`src/rtl/mem_arb_pkg.sv`:
```
// Shared definitions for the memory read arbiter: FSM states, grant
// encoding and the AXI-style OKAY response code.
package mem_arb_pkg;

  typedef enum logic [1:0] {
    ARB_IDLE = 2'b00,
    ARB_ADDR = 2'b01,
    ARB_DATA = 2'b10
  } arb_state_e;

  typedef enum logic {
    GNT_ICACHE = 1'b0,
    GNT_DCACHE = 1'b1
  } arb_gnt_e;

  localparam logic [2:0] RRESP_OKAY = 3'b000;

endpackage

```
`src/rtl/rr_pick2.sv`:
```
// Two-way round-robin picker. req[0]/sel=0 is requester 0, req[1]/sel=1 is
// requester 1. A lone requester wins; otherwise (both or none) the side that
// was not served last is selected, so the idle choice is already fair.
module rr_pick2 (
  input  logic [1:0] req,
  input  logic       last,
  output logic       sel
);

  // Select the lone requester, else alternate away from the last winner
  always_comb begin
    sel = ~last;
    case (req)
      2'b01:   sel = 1'b0;
      2'b10:   sel = 1'b1;
      default: sel = ~last;
    endcase
  end

endmodule

```
`src/rtl/mem_rd_arbiter.sv`:
```
// Shares one memory read port between the icache and dcache with a single
// transaction in flight. The address is registered on the requester
// handshake, issued on the memory address channel, and the data channel is
// routed only to the granted requester while the FSM sits in ARB_DATA.
module mem_rd_arbiter
  import mem_arb_pkg::*;
#(
  parameter int unsigned DATA_LEN     = 32,
  parameter int unsigned ICACHE_FIRST = 1
) (
  input  logic                clk,
  input  logic                rst,
  input  logic                icache_arvalid,
  output logic                icache_arready,
  input  logic [DATA_LEN-1:0] icache_raddr,
  output logic                icache_rvalid,
  input  logic                icache_rready,
  output logic [2:0]          icache_rresp,
  output logic [DATA_LEN-1:0] icache_rdata,
  input  logic                dcache_arvalid,
  output logic                dcache_arready,
  input  logic [DATA_LEN-1:0] dcache_raddr,
  output logic                dcache_rvalid,
  input  logic                dcache_rready,
  output logic [2:0]          dcache_rresp,
  output logic [DATA_LEN-1:0] dcache_rdata,
  output logic                mem_arvalid,
  input  logic                mem_arready,
  output logic [DATA_LEN-1:0] mem_raddr,
  input  logic                mem_rvalid,
  output logic                mem_rready,
  input  logic [2:0]          mem_rresp,
  input  logic [DATA_LEN-1:0] mem_rdata
);

  arb_state_e          state_q, state_d;
  arb_gnt_e            grant_q, grant_d;
  arb_gnt_e            last_q, last_d;
  logic                mem_arvalid_q, mem_arvalid_d;
  logic [DATA_LEN-1:0] mem_raddr_q, mem_raddr_d;
  logic                pick_sel;
  logic                req_hs;

  rr_pick2 u_pick (
    .req  ({dcache_arvalid, icache_arvalid}),
    .last (last_q),
    .sel  (pick_sel)
  );

  assign mem_arvalid = mem_arvalid_q;
  assign mem_raddr   = mem_raddr_q;

  // Next-state logic: accept a request, issue the address, wait for data
  always_comb begin
    state_d       = state_q;
    grant_d       = grant_q;
    last_d        = last_q;
    mem_arvalid_d = mem_arvalid_q;
    mem_raddr_d   = mem_raddr_q;
    req_hs        = pick_sel ? dcache_arvalid : icache_arvalid;
    case (state_q)
      ARB_IDLE: begin
        mem_arvalid_d = 1'b0;
        if (req_hs) begin
          state_d       = ARB_ADDR;
          grant_d       = arb_gnt_e'(pick_sel);
          mem_raddr_d   = pick_sel ? dcache_raddr : icache_raddr;
          mem_arvalid_d = 1'b1;
        end else begin
          state_d = ARB_IDLE;
        end
      end
      ARB_ADDR: begin
        if (mem_arvalid_q && mem_arready) begin
          mem_arvalid_d = 1'b0;
          state_d       = ARB_DATA;
        end else begin
          state_d = ARB_ADDR;
        end
      end
      ARB_DATA: begin
        mem_arvalid_d = 1'b0;
        if (mem_rvalid && mem_rready) begin
          last_d  = grant_q;
          state_d = ARB_IDLE;
        end else begin
          state_d = ARB_DATA;
        end
      end
      default: begin
        state_d       = ARB_IDLE;
        mem_arvalid_d = 1'b0;
      end
    endcase
  end

  // Output routing: arready only in IDLE, data channel only in DATA
  always_comb begin
    icache_arready = 1'b0;
    dcache_arready = 1'b0;
    mem_rready     = 1'b0;
    icache_rvalid  = 1'b0;
    dcache_rvalid  = 1'b0;
    icache_rresp   = RRESP_OKAY;
    dcache_rresp   = RRESP_OKAY;
    icache_rdata   = {DATA_LEN{1'b0}};
    dcache_rdata   = {DATA_LEN{1'b0}};
    case (state_q)
      ARB_IDLE: begin
        icache_arready = ~pick_sel;
        dcache_arready = pick_sel;
      end
      ARB_DATA: begin
        if (grant_q == GNT_DCACHE) begin
          mem_rready    = dcache_rready;
          dcache_rvalid = mem_rvalid;
          dcache_rresp  = mem_rresp;
          dcache_rdata  = mem_rdata;
        end else begin
          mem_rready    = icache_rready;
          icache_rvalid = mem_rvalid;
          icache_rresp  = mem_rresp;
          icache_rdata  = mem_rdata;
        end
      end
      default: begin
        mem_rready = 1'b0;
      end
    endcase
  end

  // State registers with synchronous reset; reset abandons any transaction
  always_ff @(posedge clk) begin
    if (rst) begin
      state_q       <= ARB_IDLE;
      grant_q       <= GNT_ICACHE;
      mem_arvalid_q <= 1'b0;
      mem_raddr_q   <= {DATA_LEN{1'b0}};
      if (ICACHE_FIRST != 32'd0) begin
        last_q <= GNT_DCACHE;
      end else begin
        last_q <= GNT_ICACHE;
      end
    end else begin
      state_q       <= state_d;
      grant_q       <= grant_d;
      last_q        <= last_d;
      mem_arvalid_q <= mem_arvalid_d;
      mem_raddr_q   <= mem_raddr_d;
    end
  end

endmodule
```
`config.mk`:
```
export PLATFORM = sky130hd
export DESIGN_NAME = mem_rd_arbiter
export DESIGN_NICKNAME = d
export VERILOG_FILES = /design/src/rtl/mem_arb_pkg.sv /design/src/rtl/rr_pick2.sv /design/src/rtl/mem_rd_arbiter.sv
export SDC_FILE = /design/constraint.sdc
export NUM_CORES = 1
export LEC_CHECK = 0
export BUFFER_PORTS_ARGS = -buffer_cell sky130_fd_sc_hd__buf_2
export CORE_AREA = 2 2 84 86
export DETAILED_ROUTE_END_ITERATION = 10
export DIE_AREA = 0 0 86 88
export PLACE_DENSITY = 0.76
export SLEW_MARGIN = 10
export SYNTH_ARGS = -nofsm -noshare
export SYNTH_HDL_FRONTEND = slang
export SYNTH_SLANG_ARGS = --single-unit
```
`constraint.sdc`:
```
create_clock -name clk -period 1.5 [get_ports clk]
set_clock_uncertainty 0.05 [all_clocks]
set_input_delay 0.15 -clock clk [delete_from_list [all_inputs] [get_ports clk]]
set_output_delay 0.15 -clock clk [all_outputs]
set_load 0.01 [all_outputs]
```
==> reports/qor.yml, run 1 <==
run_status: "finished with violations"
failed_checks: "negative setup slack"
p_leak_nw: 2.030
cts-hold-fix-buffers: 0
cp.arrival_ps: 1370
dr.pass1.iters: 4
grt_pass1_wl_microns: 12660
grt_max_degree: 51
rows: 30
met1_length_microns: 3363
cts_made_buffers: 5
grt_antenna_before_repair: 2
top_layer: "met4"
ys_seq_area_share_pct: 32.62
setup_violations: 70
end_kind: "output pin"
synth_xor_area_share_pct: 0
overflow: 0
synth_area_per_cell_sq_um: 7.570
hold_violations: 0
num_vias: 2951
ant_nets: 0
layout_setup_ws_ps: -66.78
finalWirelength_microns: 8877
vdd_drop_max_mv: 0.4300
wl_met2_microns: 4716
avgViaCountPerCell: 4.976
synth_compound_area_share_pct: 20.28
synthAdderAreaFrac_pct: 1.102
wire_per_inst_microns: 14.97
start_util_pct: 34.18
dr_wl_met3_microns: 656
syn-instance-count: 300
mappedNetlistArea_sq_um: 2271
die_x_microns: 86
insertion_delay_ps: 280
start_kind: "register"
areaGrowthSynthToFinish_pct: 65.56
track_usage_pct: 21.00
synthMuxAreaShare_pct: 0.8815
multi_input_area_sq_um: 1426
hold_class: "in -> reg"
yosys.area_share.simple_pct: 38.29
path_clk_slew_ps: 80
critPathKind: "reg -> out"
ys_warn_count: 0
dp_hpwl_microns: 6755
tightest_slew_ps: 409.8
fmax_mhz: 638.3
mappedNetlistNets: 409
htreeDepth: 2
tns_ps: -2083
tritoncts: "done"
io_pins: 215
die_area_sq_um: 7568
worst_ep_required_time_ps: 1300
p_per_area_nw_per_um2: 707.9
max_slew_margin_pct: 72.68
period_share_pct: 104.5
drive_above_1_share_pct: 50.49
seq_area_sq_um: 749.5
synth_cell_types: 26
synth_top_family_by_area: "simple AND/OR/NAND/NOR gates"
period_needed_ps: 1567
die_h_microns: 88
cap_violations: 0
cts_sinks: 37
gp_congestion: 0.8113
drc: 0
ys_seq_elements: 37
critPathMaxFanout: 26
maxSlewViolCount: 0
coreArea_sq_um: 6644
nets: 620
root_buffer: "clkbuf_8"
grt_setup_unrepaired: "true"
clock_path_buffers: 2
nFillCells: 630
grt_pass1_vias: 2630
drtIter0Drc: 125
numPortBuffers: 214
p_total_mw: 2.662
[cells in the final DEF (no fill, tap or decap), types with 6 or more instances in the layout]
| master | netlist | final |
|---|---|---|
| buf_12 | 0 | 8 |
| o21ai_0 | 32 | 32 |
| dfxtp_1 | 37 | 34 |
| nand3_1 | 32 | 32 |
| clkbuf_8 | 0 | 6 |
| buf_2 | 16 | 213 |
| a311oi_1 | 32 | 32 |
| and2_1 | 73 | 70 |
| buf_4 | 0 | 9 |
| nor2_1 | 39 | 39 |
[registers in the layout, summed over array words and instances (netlist names)]
name,count
state_q,2
mem_raddr,32
last_q,1
grant_q,1
mem_arvalid,1
[synthesized netlist by cell type]
master | instances | area share (%)
and2_1 | 73 | 20
nor2_1 | 39 | 6.4
dfxtp_1 | 37 | 33
a311oi_1 | 32 | 12
nand3_1 | 32 | 7.1
o21ai_0 | 32 | 7.1
buf_2 | 16 | 3.5
clkbuf_1 | 6 | 0.99
clkbuf_2 | 6 | 1.3
buf_1 | 3 | 0.50
inv_1 | 3 | 0.50
ha_1 | 2 | 1.1
mux2i_1 | 2 | 0.88
nand2_1 | 2 | 0.33
nor2_4 | 2 | 0.99
nor3_1 | 2 | 0.44
nor4_1 | 2 | 0.55
a211oi_1 | 1 | 0.33
a21oi_1 | 1 | 0.22
nand2b_2 | 1 | 0.39
nor2_2 | 1 | 0.28
nor3_2 | 1 | 0.44
nor3b_2 | 1 | 0.55
o31ai_1 | 1 | 0.33
or2_2 | 1 | 0.28
or4b_2 | 1 | 0.44
[through the flow]
step | area, sq um | setup slack (ps) | hold slack (ps) | utilization [%] | cells
finish | 3760 | -66.78 | 83.37 | 56.59 | 593
global placement | 3531 | -24.43 | 378.8 | 53.14 | 579
floorplan | 2277 | 63.25 | 273.6 | - | 300
detailed placement | 3531 | -103.2 | 383.3 | 53.14 | 579
CTS | 3672 | -89.06 | 73.43 | 55.27 | 587
global route | 3760 | -129.4 | 82.61 | 56.59 | 593
[layout make-up]
class	count	area share [%]
clock inverters	1	0.1997
diodes	2	0.1331
multi-input cells	229	37.94
repair buffers	235	36.64
inverters	3	0.2995
flip-flops and latches	37	19.93
well taps	80	2.662
clock buffers	6	2.196
[final timing paths]
path                                   start  slack, ps                    endpoint  cells after the start
hold reg to reg   mem_raddr[22]$_SDFFE_PP0P_        450  mem_raddr[22]$_SDFFE_PP0P_                      2
setup / recovery       state_q[0]$_SDFF_PP0_        -70             dcache_rdata[1]                      5
setup reg to reg       state_q[0]$_SDFF_PP0_         60  mem_raddr[24]$_SDFFE_PP0P_                      5
hold / removal              icache_raddr[22]         80  mem_raddr[22]$_SDFFE_PP0P_                      3
[timing repair]
item / CTS / global route
gates resized for setup: 12 / 4
pin swaps: 0 / 4
setup buffers: 1 / 2
endpoints found under the setup margin: 74 / 100
gates cloned: 0 / 2
[critical path, stage by stage, from the launching register on]
cell and delay (ps):
dfxtp_1 320, nand2b_4 180, nor2_4 140, buf_12 160
and2_1 150, buf_2 140
[power breakdown]
| part | switching, mW | internal (mW) | leakage, nW |
|---|---|---|---|
| logic | 0.407 | 0.390 | 1.68 |
| registers | 0.0631 | 1.10 | 0.308 |
| clock network | 0.341 | 0.363 | 0.0433 |
| total | 0.811 | 1.85 | 2.03 |
[kinds of logic after synthesis]
| kind of cell | Yosys count |
|---|---|
| mux | 2 |
| simple gates | 158 |
| buf+inv | 34 |
| fa+ha+maj | 2 |
| compound gates | 67 |
| flops | 37 |
[layer usage]
| metal | GRT usage, % | vias to the layer above |
|---|---|---|
| li1 | - | 1468 |
| met1 | 22.88 | 1342 |
| met2 | 40.66 | 130 |
| met3 | 4.147 | 11 |
| met4 | 6.494 | 0 |
| met5 | 0 | - |
Note: power is estimated with default switching activity, not from simulation.
==> run 2: changes to the inputs <==
- PLACE_DENSITY: 0.76 -> 0.88
==> run 2 against run 1 <==
  * Global-route usage grew 0.13 points
  * Core utilization grew 0.26 points
  * Critical endpoint is now dcache_rresp[1]
  * Largest power group unchanged
  * First-iteration DRC count down 9.6%
  * The run still ends with negative setup slack left
  * Sequential cell count is the same
==> reports/qor.yml, run 2 (synthesis gave the netlist of run 1 again) <==
io_pins: 215  # unchanged
rows: 30  # unchanged
overflow: 0  # unchanged
failed_checks: "negative setup slack"
drive_above_1_share_pct: 51.75  # +1.3 points
start_util_pct: 34.18  # unchanged
path_clk_slew_ps: 80  # about the same
period_share_pct: 107.9  # +3.4 points
die_h_microns: 88  # unchanged
dp_cells: 580  # +0.17%
holdWs_ps: 88.34  # +4.968 ps
seq_area_sq_um: 750.7  # +0.17%
grt_setup_unrepaired: "true"
htreeDepth: 2  # unchanged
finalWirelength_microns: 8718  # -1.8%
end_kind: "output pin"
nets: 623  # +0.48%
vdd_drop_max_mv: 0.5322  # +24%
final_common_cell: "buf_2"
period_needed_ps: 1618  # +51.07 ps
avgViaCountPerCell: 5.096  # +2.4%
grt_pass1_wl_microns: 12740  # +0.66%
p_per_area_nw_per_um2: 710.1  # +0.32%
coreArea_sq_um: 6644  # unchanged
multi_input_area_sq_um: 1439  # +0.88%
max_slew_margin_pct: 72.53  # -0.15 points
layout_common_cells: "buf_2, and2_1, nor2_1"
critPathKind: "reg -> out"
dp_hpwl_microns: 6615  # -2.1%
root_buffer: "clkbuf_8"
cts_sinks: 37  # unchanged
numPortBuffers: 214  # unchanged
largest_reg_flops: 32  # unchanged
placed_area_sq_um: 3526  # -0.14%
maxSlewViolCount: 0  # unchanged
num_vias: 3037  # +2.9%
dr.pass1.iters: 4  # unchanged
ant_nets: 0  # unchanged
hold_violations: 0  # unchanged
start_kind: "register"
tritoncts: "done"
grt_antenna_before_repair: 2  # unchanged
insertion_delay_ps: 280  # about the same
worst_ep_required_time_ps: 1300  # about the same
tightest_slew_ps: 412.0  # +2.198 ps
wire_per_inst_microns: 14.63  # -2.3%
gp_congestion: 0.8808  # +8.6%
grt_max_degree: 39  # -24%
tns_ps: -3410  # -1328 ps
grt_pass1_vias: 2685  # +2.1%
p_leak_nw: 2.037  # +0.32%
drc: 0  # unchanged
fmax_mhz: 618.1  # -3.2%
drtIter0Drc: 113  # -9.6%
track_usage_pct: 21.13  # +0.13 points
fin_cells: 596  # +0.51%
fin_area_sq_um: 3777  # +0.47%
cp.arrival_ps: 1420  # +50 ps
layout_setup_ws_ps: -117.8  # -51.07 ps
setup_violations: 72  # +2.9%
cts_made_buffers: 5  # unchanged
areaGrowthSynthToFinish_pct: 66.34
critPathMaxFanout: 18  # -31%
cts-hold-fix-buffers: 0  # unchanged
die_area_sq_um: 7568  # unchanged
final_util_pct: 56.86  # +0.26 points
clock_path_buffers: 2  # unchanged
die_x_microns: 86  # unchanged
cap_violations: 0  # unchanged
run_status: "finished with violations"
nFillCells: 602  # -4.4%
hold_class: "in -> reg"
run 2: cell type report:
cell class | instances | area share [%]
diodes | 2 | 0.1325
flip-flops and latches | 37 | 19.87
repair buffers | 238 | 36.50
clock inverters | 1 | 0.1987
clock buffers | 6 | 2.186
inverters | 3 | 0.3644
well taps | 80 | 2.650
multi-input cells | 229 | 38.09
run 2: path summary, 6_finish.rpt:
check,start,to,slack (ps),cells past startpoint
hold / removal,icache_raddr[9],mem_raddr[9]$_SDFFE_PP0P_,90,3
setup reg to reg,state_q[0]$_SDFF_PP0_,mem_raddr[15]$_SDFFE_PP0P_,100,5
setup / recovery,state_q[0]$_SDFF_PP0_,dcache_rresp[1],-120,6
hold reg to reg,mem_raddr[19]$_SDFFE_PP0P_,mem_raddr[19]$_SDFFE_PP0P_,450,2
run 2: metal layers:
layer | routed length (microns) | vias up | part of all wire [%] | global-route usage (%)
li1 | - | 1482 | - | -
met1 | 3172 | 1399 | 36 | 22.33
met2 | 4770 | 148 | 55 | 41.58
met3 | 638 | 8 | 7.3 | 4.713
met4 | 137 | 0 | 1.6 | 6.061
met5 | 0 | - | 0 | 0
run 2: timing repair:
action                                  CTS  global route
pin swaps                                 2             2
buffers inserted                          6             1
gates resized for setup                  19             6
endpoints found under the setup margin   75            81
gates cloned                              1             1
run 2: critical path: stages (launching register included):
cell      delay [ps]
dfxtp_4          350
nand2b_4         170
nor2_4           100
buf_4            120
buf_12           120
and2_1           130
buf_2            130
run 2: power breakdown:
group / internal [mW] / switching, mW / total (mW)
clock network: 0.363 / 0.341 / 0.704
registers: 1.10 / 0.0657 / 1.16
logic: 0.399 / 0.416 / 0.815
total: 1.86 / 0.823 / 2.68
run 2: through the flow:
stage          power, mW  worst slack [ps]
3_5_place_dp       1.939            -188.7
4_1_cts            2.673            -95.80
6_report           2.682            -117.8
5_1_grt            2.841            -175.9
2_1_floorplan      1.559             63.25
3_3_place_gp       1.913            -121.6
==> run 3: changes to the inputs <==
- CORE_AREA: 2 2 84 86 -> 2 2 83 85
- CTS_BUF_LIST: unset -> sky130_fd_sc_hd__clkbuf_8
- DIE_AREA: 0 0 86 88 -> 0 0 85 87
- PLACE_DENSITY: 0.88 -> 0.89
==> run 3 against run 2 <==
  * The run still ends with negative setup slack left
  * Sequential power hardly changed
  * Critical path depth fell by 1
  * Sequential share of layout area increased by 0.48 points
  * Maximum frequency up 3.5%
  * Clock-buffer cell count fell by 1
  * Total power is 2.6% lower
  * Critical endpoint is now icache_rdata[8]
  * Largest power group unchanged
  * Highest routed layer is now met5
==> reports/qor.yml, run 3 (synthesis gave the netlist of run 1 again) <==
largest_reg_flops: 32  # unchanged
dr.pass1.iters: 4  # unchanged
p_leak_nw: 1.987  # -2.4%
htreeDepth: 2  # unchanged
path_delay_family: "flip-flops"
clock_path_buffers: 2  # unchanged
multi_input_area_sq_um: 1426  # -0.87%
rows: 30  # unchanged
layout_setup_ws_ps: -63.66  # +54.18 ps
coreArea_sq_um: 6569  # -1.1%
met3_usage_pct: 9.763  # +5.1 points
nets: 614  # -1.4%
die_area_sq_um: 7395  # -2.3%
met1_usage_pct: 22.51  # +0.18 points
io_pins: 215  # unchanged
path_clk_slew_ps: 80  # about the same
period_share_pct: 104.2  # -3.6 points
grt_setup_unrepaired: "true"
start_kind: "register"
run_status: "finished with violations"
cts-hold-fix-buffers: 0  # unchanged
grt_max_degree: 56  # +44%
die_x_microns: 85  # -1.2%
period_needed_ps: 1564  # -54.18 ps
wire_per_inst_microns: 15.89  # +8.6%
drc: 0  # unchanged
vdd_drop_max_mv: 0.5214  # -2.0%
critPathKind: "reg -> out"
areaGrowthSynthToFinish_pct: 61.60
maxSlewViolCount: 0  # unchanged
die_h_microns: 87  # -1.1%
layout_common_cells: "buf_2, and2_1, nor2_1"
avgViaCountPerCell: 5.190  # +1.8%
dp_hpwl_microns: 7287  # +10%
ant_nets: 0  # unchanged
drtIter0Drc: 166  # +47%
worst_ep_required_time_ps: 1300  # about the same
hold_violations: 0  # unchanged
grt_pass1_wl_microns: 13670  # +7.3%
critPathMaxStageDelay_ps: 400  # +50 ps
setup_violations: 72  # unchanged
cap_violations: 0  # unchanged
path_buf_inv: 2  # -1
final_common_cell: "buf_2"
end_kind: "output pin"
critPathMaxFanout: 36  # +18
drive_above_1_share_pct: 49.70  # -2.0 points
holdWs_ps: 88.71  # +0.3688 ps
grt_pass1_vias: 2829  # +5.4%
tightest_slew_ps: 405.2  # -6.795 ps
gp_congestion: 0.8462  # -3.9%
top_usage_layer: "met2"
cp_cell_sequence: "nand2b_4 > nor2_4 > buf_12 > and2_1 > buf_2"
insertion_delay_ps: 280  # about the same
start_util_pct: 34.57  # +0.39 points
root_buffer: "clkbuf_8"
tritoncts: "done"
fmax_mhz: 639.5  # +3.5%
tns_ps: -2124  # +1286 ps
cp.arrival_ps: 1360  # -60 ps
cts_made_buffers: 5  # unchanged
cts_sinks: 37  # unchanged
num_vias: 3067  # +0.99%
failed_checks: "negative setup slack"
max_slew_margin_pct: 72.99  # +0.45 points
track_usage_pct: 23.51  # +2.4 points
overflow: 0  # unchanged
r2r_slack_ps: 150  # +50 ps
seq_area_sq_um: 747.0  # -0.50%
hold_class: "in -> reg"
p_total_mw: 2.612  # -2.6%
grt_antenna_before_repair: 8  # +6
p_per_area_nw_per_um2: 711.7  # +0.22%
numPortBuffers: 214  # unchanged
nFillCells: 637  # +5.8%
globalRouteMet2Util_pct: 44.74  # +3.2 points
finalWirelength_microns: 9391  # +7.7%
cp_slowest_cell: "dfxtp_4"
run 3: cell count changes in the layout (fill, tap and decap cells not counted), moves of 2 or more:
cell / previous run / this run
buf_6: 4 / 2
inv_1: 1 / 4
buf_4: 15 / 8
diode_2: 2 / 6
run 3: worst min-delay path, stage by stage:
cell      delay, ps
buf_2            90
nand3_1          50
a311oi_1         80
run 3: final timing paths:
kind / depth (start not counted) / to / startpoint
setup / recovery: 5 / icache_rdata[8] / state_q[1]$_SDFF_PP0_
hold reg to reg: 2 / mem_raddr[20]$_SDFFE_PP0P_ / mem_raddr[20]$_SDFFE_PP0P_
hold / removal: 3 / mem_raddr[25]$_SDFFE_PP0P_ / icache_raddr[25]
setup reg to reg: 5 / mem_raddr[11]$_SDFFE_PP0P_ / state_q[0]$_SDFF_PP0_
run 3: stage by stage:
step / cell area [sq um] / std cells / util [%] / worst slack (ps)
floorplan: 2277 / 300 / - / 63.25
global placement: 3483 / 576 / 53.03 / -7.772
detailed placement: 3483 / 576 / 53.03 / -99.34
CTS: 3575 / 583 / 54.42 / -68.03
global route: 3665 / 589 / 55.79 / -147.8
finish: 3670 / 591 / 55.87 / -63.66
run 3: final cells by class:
class	count	area share (%)
antenna	6	0.4091
clock buffer	5	1.875
clock inverter	2	0.3409
inverter	3	0.3069
multi-input combinational	229	38.87
sequential	37	20.35
tap	80	2.728
timing repair buffer	229	35.12
run 3: report_power, final:
group	switching, mW	internal, mW	leakage, nW
logic	0.417	0.378	1.63
clock network	0.341	0.315	0.0454
registers	0.0640	1.10	0.308
run 3: timing repair:
item,CTS,global route
gates resized for setup,4,10
buffers inserted,0,1
endpoints found under the setup margin,72,89
pin swaps,0,1
cloned,0,1
run 3: metal layers:
| metal | share of wire [%] | up-vias | wire length [microns] |
|---|---|---|---|
| li1 | - | 1465 | - |
| met1 | 34 | 1404 | 3156 |
| met2 | 54 | 180 | 5025 |
| met3 | 11 | 14 | 1029 |
| met4 | 1.6 | 4 | 146 |
| met5 | 0.35 | - | 33 |
